**src/rtl/uart_pkg.sv**
```systemverilog
// uart_pkg: shared UART frame defaults, FSM state encoding and helpers for the transmitter and receiver
// Contents: NB_DATA_DEF, OVERSAMPLE_DEF, SB_TICK_DEF, uart_state_t (one-hot), max2()
package uart_pkg;
  localparam int NB_DATA_DEF    = 8;
  localparam int OVERSAMPLE_DEF = 16;
  localparam int SB_TICK_DEF    = 16;
  typedef enum logic [3:0] {
    ST_IDLE  = 4'b0001,
    ST_START = 4'b0010,
    ST_DATA  = 4'b0100,
    ST_STOP  = 4'b1000
  } uart_state_t;
  function automatic int max2(input int a, input int b);
    return a > b ? a : b;
  endfunction
endpackage

```
**src/rtl/uart_tx_if.sv**
```systemverilog
// uart_tx_if: transmit request/status bundle between a byte producer (master) and uart_tx (slave)
// Signals: i_tx_start (send request), i_data (byte), o_tx (serial line), o_tx_done (end-of-frame pulse), o_busy
interface uart_tx_if import uart_pkg::*; #(
  parameter int NB_DATA = NB_DATA_DEF
);
  logic               i_tx_start;
  logic [NB_DATA-1:0] i_data;
  logic               o_tx;
  logic               o_tx_done;
  logic               o_busy;
  modport master (output i_tx_start, i_data, input o_tx, o_tx_done, o_busy);
  modport slave  (input i_tx_start, i_data, output o_tx, o_tx_done, o_busy);
endinterface

```
**src/rtl/uart_tx.sv**
```systemverilog
// uart_tx: oversampled UART transmitter, 1 start bit, NB_DATA data bits LSB first, SB_TICK/OVERSAMPLE stop bits
// Ports: i_clock (rising edge), i_reset (sync, active-low), i_tick (baud x OVERSAMPLE strobe),
//        tx_if (slave: i_tx_start, i_data in; o_tx, o_tx_done, o_busy out)
module uart_tx import uart_pkg::*; #(
  parameter int NB_DATA    = NB_DATA_DEF,
  parameter int SB_TICK    = SB_TICK_DEF,
  parameter int OVERSAMPLE = OVERSAMPLE_DEF
) (
  input  logic     i_clock,
  input  logic     i_reset,
  input  logic     i_tick,
  uart_tx_if.slave tx_if
);
  localparam int TW = $clog2(max2(OVERSAMPLE, SB_TICK));
  localparam int BW = $clog2(NB_DATA + 1);
  localparam logic [TW-1:0] OS_LAST  = TW'(OVERSAMPLE - 1);
  localparam logic [TW-1:0] SB_LAST  = TW'(SB_TICK - 1);
  localparam logic [BW-1:0] BIT_LAST = BW'(NB_DATA - 1);

  uart_state_t        r_state, w_state;
  logic [TW-1:0]      r_tick_cnt, w_tick_cnt;
  logic [BW-1:0]      r_bit_cnt, w_bit_cnt;
  logic [NB_DATA-1:0] r_shreg, w_shreg;
  logic               r_tx, w_tx;
  logic               r_done, w_done;
  logic               r_busy, w_busy;

  always_ff @(posedge i_clock) begin
    if (!i_reset) begin
      r_state    <= ST_IDLE;
      r_tick_cnt <= '0;
      r_bit_cnt  <= '0;
      r_shreg    <= '0;
      r_tx       <= 1'b1;
      r_done     <= 1'b0;
      r_busy     <= 1'b0;
    end else begin
      r_state    <= w_state;
      r_tick_cnt <= w_tick_cnt;
      r_bit_cnt  <= w_bit_cnt;
      r_shreg    <= w_shreg;
      r_tx       <= w_tx;
      r_done     <= w_done;
      r_busy     <= w_busy;
    end
  end

  always_comb begin
    w_state    = r_state;
    w_tick_cnt = r_tick_cnt;
    w_bit_cnt  = r_bit_cnt;
    w_shreg    = r_shreg;
    w_done     = 1'b0;
    case (r_state)
      ST_IDLE:
        if (tx_if.i_tx_start) begin
          w_state    = ST_START;
          w_tick_cnt = '0;
          w_shreg    = tx_if.i_data;
        end
      ST_START:
        if (i_tick) begin
          if (r_tick_cnt == OS_LAST) begin
            w_state    = ST_DATA;
            w_tick_cnt = '0;
            w_bit_cnt  = '0;
          end else w_tick_cnt = r_tick_cnt + 1'b1;
        end
      ST_DATA:
        if (i_tick) begin
          if (r_tick_cnt == OS_LAST) begin
            w_tick_cnt = '0;
            w_shreg    = r_shreg >> 1;
            w_bit_cnt  = r_bit_cnt + 1'b1;
            if (r_bit_cnt == BIT_LAST) w_state = ST_STOP;
          end else w_tick_cnt = r_tick_cnt + 1'b1;
        end
      ST_STOP:
        if (i_tick) begin
          if (r_tick_cnt == SB_LAST) begin
            w_state = ST_IDLE;
            w_done  = 1'b1;
          end else w_tick_cnt = r_tick_cnt + 1'b1;
        end
      default: w_state = ST_IDLE;
    endcase
    // The line level is computed from the next state so o_tx comes straight from a flop
    // and changes on the same edge as the state it represents.
    w_tx   = (w_state == ST_START) ? 1'b0 : (w_state == ST_DATA) ? w_shreg[0] : 1'b1;
    w_busy = (w_state != ST_IDLE);
  end

  assign tx_if.o_tx      = r_tx;
  assign tx_if.o_tx_done = r_done;
  assign tx_if.o_busy    = r_busy;
endmodule

```
**src/flat_wrapper.sv**
```systemverilog
// flat-port wrapper written by rule: the top's interface ports become plain ports
module uart_tx_flat import uart_pkg::*;
#(
  parameter int NB_DATA    = NB_DATA_DEF,
  parameter int SB_TICK    = SB_TICK_DEF,
  parameter int OVERSAMPLE = OVERSAMPLE_DEF
)
  (i_clock, i_reset, i_tick, tx_if_i_tx_start, tx_if_i_data, tx_if_o_tx, tx_if_o_tx_done, tx_if_o_busy);
  uart_tx_if #(.NB_DATA(NB_DATA)) tx_if_i ();
  input  logic i_clock;
  input  logic i_reset;
  input  logic i_tick;
  input wire logic [$bits(tx_if_i.i_tx_start)-1:0] tx_if_i_tx_start;
  input wire logic [$bits(tx_if_i.i_data)-1:0] tx_if_i_data;
  output wire logic [$bits(tx_if_i.o_tx)-1:0] tx_if_o_tx;
  output wire logic [$bits(tx_if_i.o_tx_done)-1:0] tx_if_o_tx_done;
  output wire logic [$bits(tx_if_i.o_busy)-1:0] tx_if_o_busy;
  assign tx_if_i.i_tx_start = tx_if_i_tx_start;
  assign tx_if_i.i_data = tx_if_i_data;
  assign tx_if_o_tx = tx_if_i.o_tx;
  assign tx_if_o_tx_done = tx_if_i.o_tx_done;
  assign tx_if_o_busy = tx_if_i.o_busy;
  uart_tx #(.NB_DATA(NB_DATA), .SB_TICK(SB_TICK), .OVERSAMPLE(OVERSAMPLE)) u_core (.i_clock(i_clock), .i_reset(i_reset), .i_tick(i_tick), .tx_if(tx_if_i));
endmodule
```
**config.mk**
```make
export PLATFORM = sky130hd
export DESIGN_NAME = uart_tx_flat
export DESIGN_NICKNAME = d
export VERILOG_FILES = /design/src/rtl/uart_pkg.sv /design/src/rtl/uart_tx_if.sv /design/src/rtl/uart_tx.sv /design/src/flat_wrapper.sv
export SDC_FILE = /design/constraint.sdc
export NUM_CORES = 1
export LEC_CHECK = 0
export BUFFER_PORTS_ARGS = -buffer_cell sky130_fd_sc_hd__buf_2
export CORE_UTILIZATION = 60
export CTS_BUF_LIST = sky130_fd_sc_hd__clkbuf_16
export CTS_CLUSTER_SIZE = 16
export DETAILED_ROUTE_END_ITERATION = 12
export PLACE_DENSITY_LB_ADDON = 0.2
export SLEW_MARGIN = 15
export SYNTH_ARGS = -nofsm -noshare
export SYNTH_HDL_FRONTEND = slang
export SYNTH_SLANG_ARGS = --single-unit
```
**constraint.sdc**
```tcl
create_clock -name i_clock -period 4.93 [get_ports i_clock]
set_input_delay 0.2465 -clock i_clock [delete_from_list [all_inputs] [get_ports i_clock]]
set_output_delay 0.2465 -clock i_clock [all_outputs]
set_load 0.05 [all_outputs]
```
Word level (Yosys, flattened, before mapping)
Cells that the tools add are included.

operators by class
  $add $sub $neg = 2
  eq/ne operators = 17
  mux-type cells = 27
  reduce and logical (&&, ||, !) cells = 8

operator list
  operator             count
  $mux 4               17
  $mux 8               3
  $pmux 4 s4           1
  $pmux 8 s2           1
  $eq 4x3->1 const B   3
  $pmux 4 s3           1
  $ne 2x2->1 const B   5
  $reduce_and 5->1     2
  $add 4x1->4 const B  2
  $eq 4x2->1 const B   2
  $eq 4x4->1 const B   2
  $pmux 4 s2           1
  $ne 2x1->1 const B   3
  $eq 4x1->1 const B   1
  $ne 4x1->1 const B   1
  $reduce_and 4->1     1
  $reduce_bool 2->1    2
  $mux 1               3
  $reduce_and 3->1     1
  $reduce_bool 3->1    1
  $reduce_or 2->1      1

storage, ports and cells
  flip-flop bits (word level) = 23

Longest topological paths before layout
Gate-level depths: netlist of the first run.

  word-level depth = 8
  depth in mapped cells = 7
  mapped depth without buffers = 5

Worst setup path after synthesis of the first run
Ideal clock, no wire load.

  kind = register to register
  start = reg u_core.r_tick_cnt[0]
  end = reg u_core.r_tx (netlist: u_core.tx_if.o_tx)
  setup time = 0.079 ns
  arrival time = 1.624 ns
  data required time = 4.851 ns
  path slack = 3.227 ns
  stages on the path, launching flop included = 8
  cell sequence = dfxtp_1 ha_1 and4_4 clkbuf_2 and2_1 buf_6 o311a_1 o211ai_1

on the way
  longest elaborated chain between the ends = 7
  elaborated cells on any way between the ends = 15
  those cells by class = eq/ne (3); mux (12)

RTL lines
  what                              line                                         text
  from (decl)                       uart_tx.sv:21                                logic [TW-1:0] r_tick_cnt, w_tick_cnt;
  from (signal assigned)            uart_tx.sv:39                                r_tick_cnt <= w_tick_cnt;
  $eq 4x4->1 *                      uart_tx.sv:63, uart_tx.sv:71, uart_tx.sv:80
  $mux 4, on equally long branches  uart_tx.sv:80, uart_tx.sv:71, uart_tx.sv:63
  $mux 4, on equally long branches  uart_tx.sv:79, uart_tx.sv:70, uart_tx.sv:62
  $pmux 4 s4                        uart_tx.sv:54                                case (r_state)
  $eq 4x3->1                        uart_tx.sv:89                                w_tx = (w_state == ST_START) ? 1'b0 : (w_state == ST_DATA) ? w_shreg[0] : 1'b1;
  $mux 1                            uart_tx.sv:89
  $mux 1 *                          uart_tx.sv:89
  to (signal assigned)              uart_tx.sv:42                                r_tx <= w_tx;
  to (decl)                         uart_tx.sv:24                                logic r_tx, w_tx;

Every way passes the cells marked *; elsewhere a longest branch is shown, timed or not. The select of a mux whose other input is x is not followed.
A chain may end at the register's enable or synchronous reset.

Worst setup path in the final report of the first run
  start = reg u_core.r_state[2]
  end = reg u_core.r_tx (netlist: u_core.tx_if.o_tx)

on the way
  longest elaborated chain between the ends = 7
  elaborated cells on any way between the ends = 18
  those cells by class = eq/ne (6); mux (12)

RTL lines
  what                    line           text
  from (decl)             uart_tx.sv:20  uart_state_t r_state, w_state;
  from (signal assigned)  uart_tx.sv:38  r_state <= w_state;
  $mux 4                  uart_tx.sv:75  if (r_bit_cnt == BIT_LAST) w_state = ST_STOP;
  $mux 4                  uart_tx.sv:71  if (r_tick_cnt == OS_LAST) begin
  $mux 4                  uart_tx.sv:70  if (i_tick) begin
  $pmux 4 s4              uart_tx.sv:54
  $eq 4x3->1              uart_tx.sv:89
  $mux 1                  uart_tx.sv:89
  $mux 1 *                uart_tx.sv:89

Every way passes the cells marked *; elsewhere a longest branch is shown, timed or not.

==> results.json, run 1 <==
{
  "hold-worst-slack_ns": 0.229,
  "yosysWarnings": 0,
  "core_area_um2": 1780,
  "vias": 1055,
  "insertion_delay_ns": 0.26,
  "tritoncts": "done",
  "arrival_ns": 2.08,
  "drv_slew": 0,
  "path_class": "flop to flop",
  "die_w_um": 46.2,
  "worst-path-max-fanout": 12,
  "antenna_cells": 0,
  "synth_nets": 144,
  "cts_root_buffer": "clkbuf_16",
  "leakage_nw": 0.467,
  "fmax_mhz": 514,
  "path_cells": "nor4b_4, and2_1, o311a_1, o211ai_1",
  "totalWireLength_um": 2560,
  "worst_path_max_delay_cell": "dfxtp_1",
  "power.density_nw_per_um2": 317,
  "vias_per_cell": 6.39,
  "clk_pin_slew_ns": 0.06,
  "cap_viol_max_count": 0,
  "ys_seq_area_share_pct": 39.3,
  "fp.dieH_um": 46.2,
  "drtIter0Drc": 31,
  "fin_tns_setup_ns": 0,
  "tightest_slew_ns": 0.751,
  "ys.flop_type": "dfxtp_1",
  "grt_setup_unrepaired": "no",
  "syn_area_um2": 1170,
  "dp_hpwl_um": 1750,
  "synth_area_leader_cell": "dfxtp_1",
  "ys_types": 42,
  "ant_nets": 0,
  "syn_to_final_growth_pct": 10.9,
  "syn_area_per_cell_um2": 9.02,
  "grt_pass1_vias": 947,
  "cp-start-kind": "flop",
  "hold_violations": 0,
  "hold_path.class": "input pin to flop",
  "cts_made_buffers": 3,
  "drt_pass1_iterations": 4,
  "drc": 0,
  "grt_max_degree": 17,
  "io_pins": 15,
  "cts_setup_buffers": 0,
  "io_buffers": 14,
  "crit_buf_inv": 0,
  "fin_crit_sh_pct": 39.5,
  "cp_data_required_time_ns": 5.06,
  "h-tree-depth": 1,
  "start_util_pct": 65.8,
  "die_area_um2": 2130,
  "antenna_found_initial": 0,
  "rows": 15,
  "clock_sink_count": 23,
  "nets": 155,
  "grt_pass1_wl_um": 4270,
  "ctsResizeCount": 0,
  "ys_top_cells_by_area": "dfxtp_1 39%, a21oi_1 6.0%, nand3_1 5.1%",
  "synth_seq_cells": 23,
  "netlist_instances": 130,
  "cpPeakStageDelay_ns": 0.58,
  "async_flop_share_pct": 0,
  "outcome": "finished, final reports clean",
  "crit_path_end_kind": "flop",
  "wl_per_cell_um": 15.5,
  "maxSlewHeadroom_pct": 49.5,
  "postCtsHoldBufs": 0,
  "gr-usage-all-layers_pct": 28.3,
  "setup_violations": 0,
  "skew_ns": 0.00117,
  "gp_congestion": 0.864,
  "critPathTopFamily": "simple AND/OR/NAND/NOR gates",
  "total_power_uw": 412,
  "irDropWorstVdd_v": 0.000216,
  "clk_path_buf_depth": 2,
  "synth_edf_count": 0,
  "fin_crit_ns": 1.95,
  "synth.top_cell.area_share_pct": 39.3,
  "final_layout_size_suffix_gt1_share_pct": 18.6,
  "globalRoute.totalOverflow": 0
}
==> final timing paths <==
kind | start | slack, ns | endpoint | depth (start not counted)
setup / recovery | u_core.r_state[2]$_SDFF_PN0_ | 2.98 | u_core.tx_if.o_tx$_SDFF_PN1_ | 4
hold / removal | tx_if_i_data[7] | 0.23 | u_core.r_shreg[7]$_SDFFE_PN0P_ | 3
setup reg to reg | u_core.r_state[2]$_SDFF_PN0_ | 2.98 | u_core.tx_if.o_tx$_SDFF_PN1_ | 4
hold reg to reg | u_core.r_shreg[1]$_SDFFE_PN0P_ | 0.47 | u_core.r_shreg[1]$_SDFFE_PN0P_ | 2
==> state kept, by name, indices dropped and copies added, names as in the netlist <==
signal	cells
u_core.tx_if.o_tx_done	1
u_core.r_bit_cnt	4
u_core.r_tick_cnt	4
u_core.tx_if.o_tx	1
u_core.tx_if.o_busy	1
u_core.r_state	4
u_core.r_shreg	8
==> cell usage in the layout (no fill, tap or decap), types with 4 or more instances in the layout <==
| cell | n |
|---|---|
| inv_1 | 5 |
| dfxtp_1 | 23 |
| a22oi_1 | 7 |
| nand4_1 | 4 |
| a21oi_1 | 14 |
| nand3_1 | 12 |
| buf_2 | 14 |
| o21ai_0 | 9 |
| nor2_1 | 6 |
| nand2_1 | 5 |
==> cell families (layout without fill, tap and decap cells) <==
kind of cell	count (synthesis)	count (layout)	share of synthesized area [%]
AO/OA/AOI/OAI	40	40	21.6
XOR/XNOR	1	1	0.747
adder cells (fa/ha/maj)	2	2	2.13
buffers and inverters	13	23	6.19
flip-flops	23	23	39.3
multiplexers	2	2	1.71
AND/OR/NAND/NOR	49	49	28.4
==> through the flow <==
step / util [%] / area [µm²] / worst slack [ns] / cells
6_report: 72.9 / 1300 / 2.98 / 165
3_3_place_gp: 68.4 / 1220 / 3.14 / 161
5_1_grt: 72.9 / 1300 / 2.85 / 165
4_1_cts: 72.9 / 1300 / 3.03 / 165
2_1_floorplan: - / 1170 / 3.23 / 130
3_5_place_dp: 68.4 / 1220 / 3.03 / 161
==> metal layers <==
metal	routed length, µm	up-vias	share of wire [%]	track usage [%]
met5	0	-	0	0
met4	61	0	2.4	14.1
met2	1230	36	48	43.1
met3	126	7	4.9	3.92
li1	-	510	-	-
met1	1150	502	45	38.7
==> tightest hold or removal path, cell delays in order <==
cell and delay (ns):
buf_2 0.09, nand2_1 0.04, a21oi_1 0.05
==> cell type report <==
type / instances / area [µm²]
Clock inverter: 1 / 5.00
Inverter: 5 / 18.8
Fill cell: 131 / 483
Clock buffer: 3 / 75.1
Sequential cell: 23 / 460
Multi-Input combinational cell: 94 / 639
Tap cell: 25 / 31.3
Timing Repair Buffer: 14 / 70.1
==> cell usage after synthesis, types with 3 or more instances <==
library cell,count
nand2_1,5
nand3_1,12
buf_2,3
nand4_1,4
a21oi_1,14
or3_1,3
inv_1,5
a22oi_1,7
nor2_1,6
dfxtp_1,23
o21ai_0,9
==> report_power, final <==
part	internal, mW	switching (mW)
logic	0.0135	0.0226
clock network	0.109	0.0679
registers	0.192	0.00618
total	0.315	0.0966
Note: power is estimated with default switching activity, not from simulation.
==> inputs of run 2 (changes only) <==
--- a/config.mk
+++ b/config.mk
@@ -6,7 +6,7 @@
 export NUM_CORES = 1
 export LEC_CHECK = 0
 export BUFFER_PORTS_ARGS = -buffer_cell sky130_fd_sc_hd__buf_2
-export CORE_UTILIZATION = 60
+export CORE_UTILIZATION = 50
 export CTS_BUF_LIST = sky130_fd_sc_hd__clkbuf_16
 export CTS_CLUSTER_SIZE = 16
 export DETAILED_ROUTE_END_ITERATION = 12
==> constraint.sdc (replaced) <==
create_clock -name i_clock -period 1.6 [get_ports i_clock]
set_input_delay 0.08 -clock i_clock [delete_from_list [all_inputs] [get_ports i_clock]]
set_output_delay 0.08 -clock i_clock [all_outputs]
set_load 0.05 [all_outputs]
==> run 2 against run 1 <==
Effect of this change: final cell count grew 11%; clock skew grew 0.0010 ns; critical endpoint is now u_core.r_shreg[2]$_SDFFE_PN0P_; sequential share of layout area shrank 3.2 points.
==> results.json, run 2 (same netlist as run 1, synthesis figures left out) <==
{
  "clock_sink_count": 23,
  "insertion_delay_ns": 0.25,
  "io_pins": 15,
  "cp-start-kind": "flop",
  "setup_violations": 0,
  "m1WireLength_um": 1220,
  "layout_commonest_cell": "dfxtp_1",
  "fin_ws_ns": 0.0723,
  "outcome": "finished, final reports clean",
  "start_util_pct": 53.0,
  "path_class": "flop to flop",
  "dr_wl_met3_um": 202,
  "globalRoute.totalOverflow": 0,
  "drtIter0Drc": 28,
  "seqPwrFrac_pct": 47.3,
  "grt_pass1_wl_um": 4450,
  "leakage_nw": 0.551,
  "comb_power_share_pct": 10.8,
  "cp_data_required_time_ns": 1.72,
  "fin_crit_sh_pct": 95.5,
  "postCtsHoldBufs": 0,
  "hold_violations": 0,
  "power.density_nw_per_um2": 881,
  "antenna_cells": 0,
  "clk_path_buf_depth": 2,
  "antenna_found_initial": 0,
  "drt_pass1_iterations": 4,
  "final_cell_mix": "17 x dfxtp_1, 15 x buf_2, 14 x buf_4",
  "fp.dieH_um": 50.4,
  "cts_root_buffer": "clkbuf_16",
  "h-tree-depth": 1,
  "worst-path-max-fanout": 8,
  "hold_path.class": "input pin to flop",
  "post_dp_cell_area_um2": 1340,
  "dp_cells": 176,
  "vias": 1106,
  "fin_area_um2": 1460,
  "totalWireLength_um": 2740,
  "final_core_util_pct": 66.1,
  "dp_slack_ns": -0.0245,
  "p_sw_share_pct": 23.1,
  "gr-usage-all-layers_pct": 23.1,
  "cap_viol_max_count": 0,
  "clkPwrFrac_pct": 41.9,
  "vias_per_cell": 6.04,
  "instances_no_fill": 183,
  "io_buffers": 14,
  "cts_made_buffers": 3,
  "grt_pass1_vias": 994,
  "crit_path_end_kind": "flop",
  "p_switching_uw": 297,
  "irDropWorstVdd_v": 0.000520,
  "ant_nets": 0,
  "hold-worst-slack_ns": 0.0645,
  "largest_reg_flops": 8,
  "dp_hpwl_um": 1850,
  "arrival_ns": 1.65,
  "fin_crit_ns": 1.53,
  "rows": 17,
  "syn_to_final_growth_pct": 24.7,
  "wl_per_cell_um": 15.0,
  "die_area_um2": 2540,
  "drc": 0,
  "final_layout_size_suffix_gt1_share_pct": 34.8,
  "top_register": "u_core.r_shreg",
  "skew_ns": 0.00219,
  "wl_met2_um": 1290,
  "drv_slew": 0,
  "gp_congestion": 0.897,
  "n_fill_cell": 187,
  "die_w_um": 50.4,
  "p_int_uw": 991,
  "top_layer": "met4",
  "tightest_slew_ns": 0.493,
  "core_area_um2": 2210,
  "fmax_mhz": 655,
  "nets": 170,
  "grt_max_degree": 17,
  "maxSlewHeadroom_pct": 67.1,
  "clk_pin_slew_ns": 0.06,
  "tritoncts": "done",
  "grt_setup_unrepaired": "no"
}
[run 2: per-layer routing]
| metal | global-route usage, % | vias to the layer above |
|---|---|---|
| met5 | 0 | - |
| met4 | 9.26 | 0 |
| met3 | 4.55 | 5 |
| met2 | 35.1 | 42 |
| met1 | 32.0 | 520 |
| li1 | - | 539 |
[run 2: critical path, cell delays in order (launching register included)]
cell and delay [ns]:
dfxtp_4 0.39, buf_4 0.12, nand2_2 0.06, or4_4 0.47, buf_4 0.19, nand3_1 0.08
a21oi_1 0.08
[run 2: area by class of cell]
type / instances / area [µm²] / area share [%]
Multi-Input combinational cell: 94 / 677 / 46.3
Clock buffer: 3 / 75.1 / 5.14
Timing Repair Buffer: 29 / 180 / 12.3
Clock inverter: 1 / 5.00 / 0.342
Sequential cell: 23 / 470 / 32.2
Tap cell: 28 / 35.0 / 2.40
Inverter: 5 / 18.8 / 1.28
[run 2: repair_timing]
item / in CTS / in global routing
gates resized for setup: 5 / 8
setup endpoints to repair: 7 / 14
pin swaps: 0 / 3
gates cloned: 0 / 1
setup buffers: 0 / 3
[run 2: worst paths after layout]
check / start / to / slack (ns) / cells past startpoint
worst max-delay path: u_core.r_state[0]$_SDFF_PN1_ / u_core.r_shreg[2]$_SDFFE_PN0P_ / 0.07 / 6
worst min-delay path: tx_if_i_data[7] / u_core.r_shreg[7]$_SDFFE_PN0P_ / 0.06 / 3
worst max register to register: u_core.r_state[0]$_SDFF_PN1_ / u_core.r_shreg[2]$_SDFFE_PN0P_ / 0.07 / 6
worst min register to register: u_core.r_shreg[1]$_SDFFE_PN0P_ / u_core.r_shreg[1]$_SDFFE_PN0P_ / 0.48 / 2
[run 2: per-stage QoR]
stage / setup TNS [ns] / power [mW]
after floorplan: -0.0108 / 0.699
after global placement: 0 / 0.752
after detailed placement: -0.0320 / 0.757
after CTS: 0 / 1.29
after global routing: 0 / 1.33
final: 0 / 1.29
[run 2: power by group through the flow]
stage | sequential (mW) | clock, mW | combinational (mW)
final | 0.609 | 0.540 | 0.139
after global routing | 0.611 | 0.571 | 0.151
after CTS | 0.607 | 0.545 | 0.142
after detailed placement | 0.619 | 0 | 0.137
after global placement | 0.618 | 0 | 0.134
after floorplan | 0.627 | 0 | 0.0720
==> inputs of run 3 (changes only) <==
--- a/config.mk
+++ b/config.mk
@@ -6,7 +6,7 @@
 export NUM_CORES = 1
 export LEC_CHECK = 0
 export BUFFER_PORTS_ARGS = -buffer_cell sky130_fd_sc_hd__buf_2
-export CORE_UTILIZATION = 50
+export CORE_UTILIZATION = 55
 export CTS_BUF_LIST = sky130_fd_sc_hd__clkbuf_16
 export CTS_CLUSTER_SIZE = 16
 export DETAILED_ROUTE_END_ITERATION = 12
==> constraint.sdc (replaced) <==
create_clock -name i_clock -period 1.75 [get_ports i_clock]
set_input_delay 0.0875 -clock i_clock [delete_from_list [all_inputs] [get_ports i_clock]]
set_output_delay 0.0875 -clock i_clock [all_outputs]
set_load 0.05 [all_outputs]
==> run 3 against run 2 <==
Effect of this change: hold slack improved by 0.0056 ns; via count decreased by 2.2%; register-to-register slack improved by 0.02 ns; sequential share of layout area increased by 1.6 points; cell area decreased by 6.2%; first-iteration DRC count increased by 21%; non-clock buffer count decreased by 7; clock power decreased by 9.6%; utilization increased by 3.1 points; worst setup slack improved by 0.016 ns; total power decreased by 10%; largest cell class unchanged; largest power group unchanged.
==> results.json, run 3 (same netlist as run 1, synthesis figures left out) <==
{
  "ant_nets": 0,
  "arrival_ns": 1.79,
  "layout_commonest_cell": "dfxtp_1",
  "fin_area_um2": 1370,
  "drtIter0Drc": 34,
  "grt_pass1_wl_um": 3770,
  "p_sw_share_pct": 22.6,
  "final_layout_size_suffix_gt1_share_pct": 25.0,
  "totalWireLength_um": 2460,
  "cap_viol_max_count": 0,
  "dp_cells": 169,
  "hold_violations": 0,
  "h-tree-depth": 1,
  "drt_pass1_iterations": 7,
  "setup_violations": 0,
  "die_w_um": 48.2,
  "top_register": "u_core.r_shreg",
  "start_util_pct": 59.2,
  "clkPwrFrac_pct": 42.2,
  "outcome": "finished, final reports clean",
  "holdPathStages": 3,
  "r2r_cells": 5,
  "core_area_um2": 1980,
  "comb_power_share_pct": 9.3,
  "clk_path_buf_depth": 2,
  "grt_max_degree": 17,
  "skew_ns": 0.00434,
  "post_dp_cell_area_um2": 1270,
  "irDropWorstVdd_v": 0.000702,
  "dp_hpwl_um": 1790,
  "fmax_mhz": 602,
  "io_buffers": 14,
  "drv_slew": 0,
  "gp_congestion": 0.806,
  "rows": 16,
  "vias": 1082,
  "leakage_nw": 0.512,
  "postCtsHoldBufs": 0,
  "tritoncts": "done",
  "tightest_slew_ns": 0.472,
  "grt_pass1_vias": 865,
  "syn_to_final_growth_pct": 17.0,
  "antenna_cells": 0,
  "p_int_uw": 893,
  "fin_crit_ns": 1.66,
  "hold_path.class": "input pin to flop",
  "cts_made_buffers": 3,
  "vias_per_cell": 6.18,
  "largest_reg_flops": 8,
  "final_cell_mix": "21 x dfxtp_1, 14 x a21oi_1, 14 x buf_2",
  "nets": 163,
  "power.density_nw_per_um2": 842,
  "cp_data_required_time_ns": 1.88,
  "seqPwrFrac_pct": 48.5,
  "cp-start-kind": "flop",
  "drc": 0,
  "fin_crit_sh_pct": 95.0,
  "clock_sink_count": 23,
  "p_switching_uw": 261,
  "globalRoute.totalOverflow": 0,
  "fp.dieH_um": 48.2,
  "insertion_delay_ns": 0.25,
  "maxSlewHeadroom_pct": 68.5,
  "gr-usage-all-layers_pct": 22.9,
  "instances_no_fill": 175,
  "die_area_um2": 2320,
  "antenna_found_initial": 0,
  "fin_ws_ns": 0.0881,
  "wl_per_cell_um": 14.0,
  "cts_root_buffer": "clkbuf_16",
  "path_class": "flop to flop",
  "io_pins": 15,
  "dp_slack_ns": 0.0595,
  "clk_pin_slew_ns": 0.06,
  "worst-path-max-fanout": 15,
  "crit_path_end_kind": "flop"
}
[run 3: worst max-delay path: stages (launching register included)]
cell and delay [ns]:
dfxtp_1 0.37, buf_4 0.18, or4_1 0.46, buf_4 0.21
a21oi_2 0.19, o211ai_1 0.11
[run 3: layout make-up]
type / instances / area (µm²)
Inverter: 5 / 18.8
Timing Repair Buffer: 22 / 130
Multi-Input combinational cell: 94 / 646
Sequential cell: 23 / 463
Fill cell: 153 / 611
Tap cell: 27 / 33.8
Clock buffer: 3 / 75.1
Clock inverter: 1 / 5.00
[run 3: repair_timing]
| item | 4_1_cts | 5_1_grt |
|---|---|---|
| hold endpoints to repair | 0 | 0 |
| endpoints found under the setup margin | 0 | 15 |
| resized for setup | 0 | 4 |
| setup buffers | 0 | 2 |
[run 3: layer usage]
metal  global-route usage [%]  vias up  wire, µm  part of all wire [%]
met1                     31.7      536      1180                    48
li1                         -      528         -                     -
met2                     37.6       15      1200                    49
met5                        0        -         0                     0
met4                     5.56        0        16                  0.65
met3                     3.33        3        53                   2.2
[run 3: metrics by stage]
step | hold WS [ns] | power (mW) | utilization, % | setup TNS (ns)
after global placement | 0.332 | 0.672 | 64.0 | 0
after CTS | 0.0702 | 1.16 | 68.0 | 0
final | 0.0702 | 1.15 | 69.2 | 0
after global routing | 0.124 | 1.19 | 69.2 | -0.000901
after detailed placement | 0.344 | 0.676 | 64.0 | 0
after floorplan | 0.209 | 0.639 | - | 0
[run 3: power groups by stage]
stage	clock network (mW)	logic, mW	registers, mW
global placement	0	0.104	0.569
floorplan	0	0.0659	0.573
global route	0.512	0.120	0.562
CTS	0.491	0.107	0.559
detailed placement	0	0.106	0.570
finish	0.488	0.107	0.559
[run 3: path summary, 6_finish.rpt]
| path | from | endpoint | slack, ns |
|---|---|---|---|
| worst min register to register | u_core.r_shreg[3]$_SDFFE_PN0P_ | u_core.r_shreg[3]$_SDFFE_PN0P_ | 0.47 |
| worst max register to register | u_core.r_state[2]$_SDFF_PN0_ | u_core.tx_if.o_tx$_SDFF_PN1_ | 0.09 |
| worst max-delay path | u_core.r_state[2]$_SDFF_PN0_ | u_core.tx_if.o_tx$_SDFF_PN1_ | 0.09 |
| worst min-delay path | tx_if_i_data[7] | u_core.r_shreg[7]$_SDFFE_PN0P_ | 0.07 |
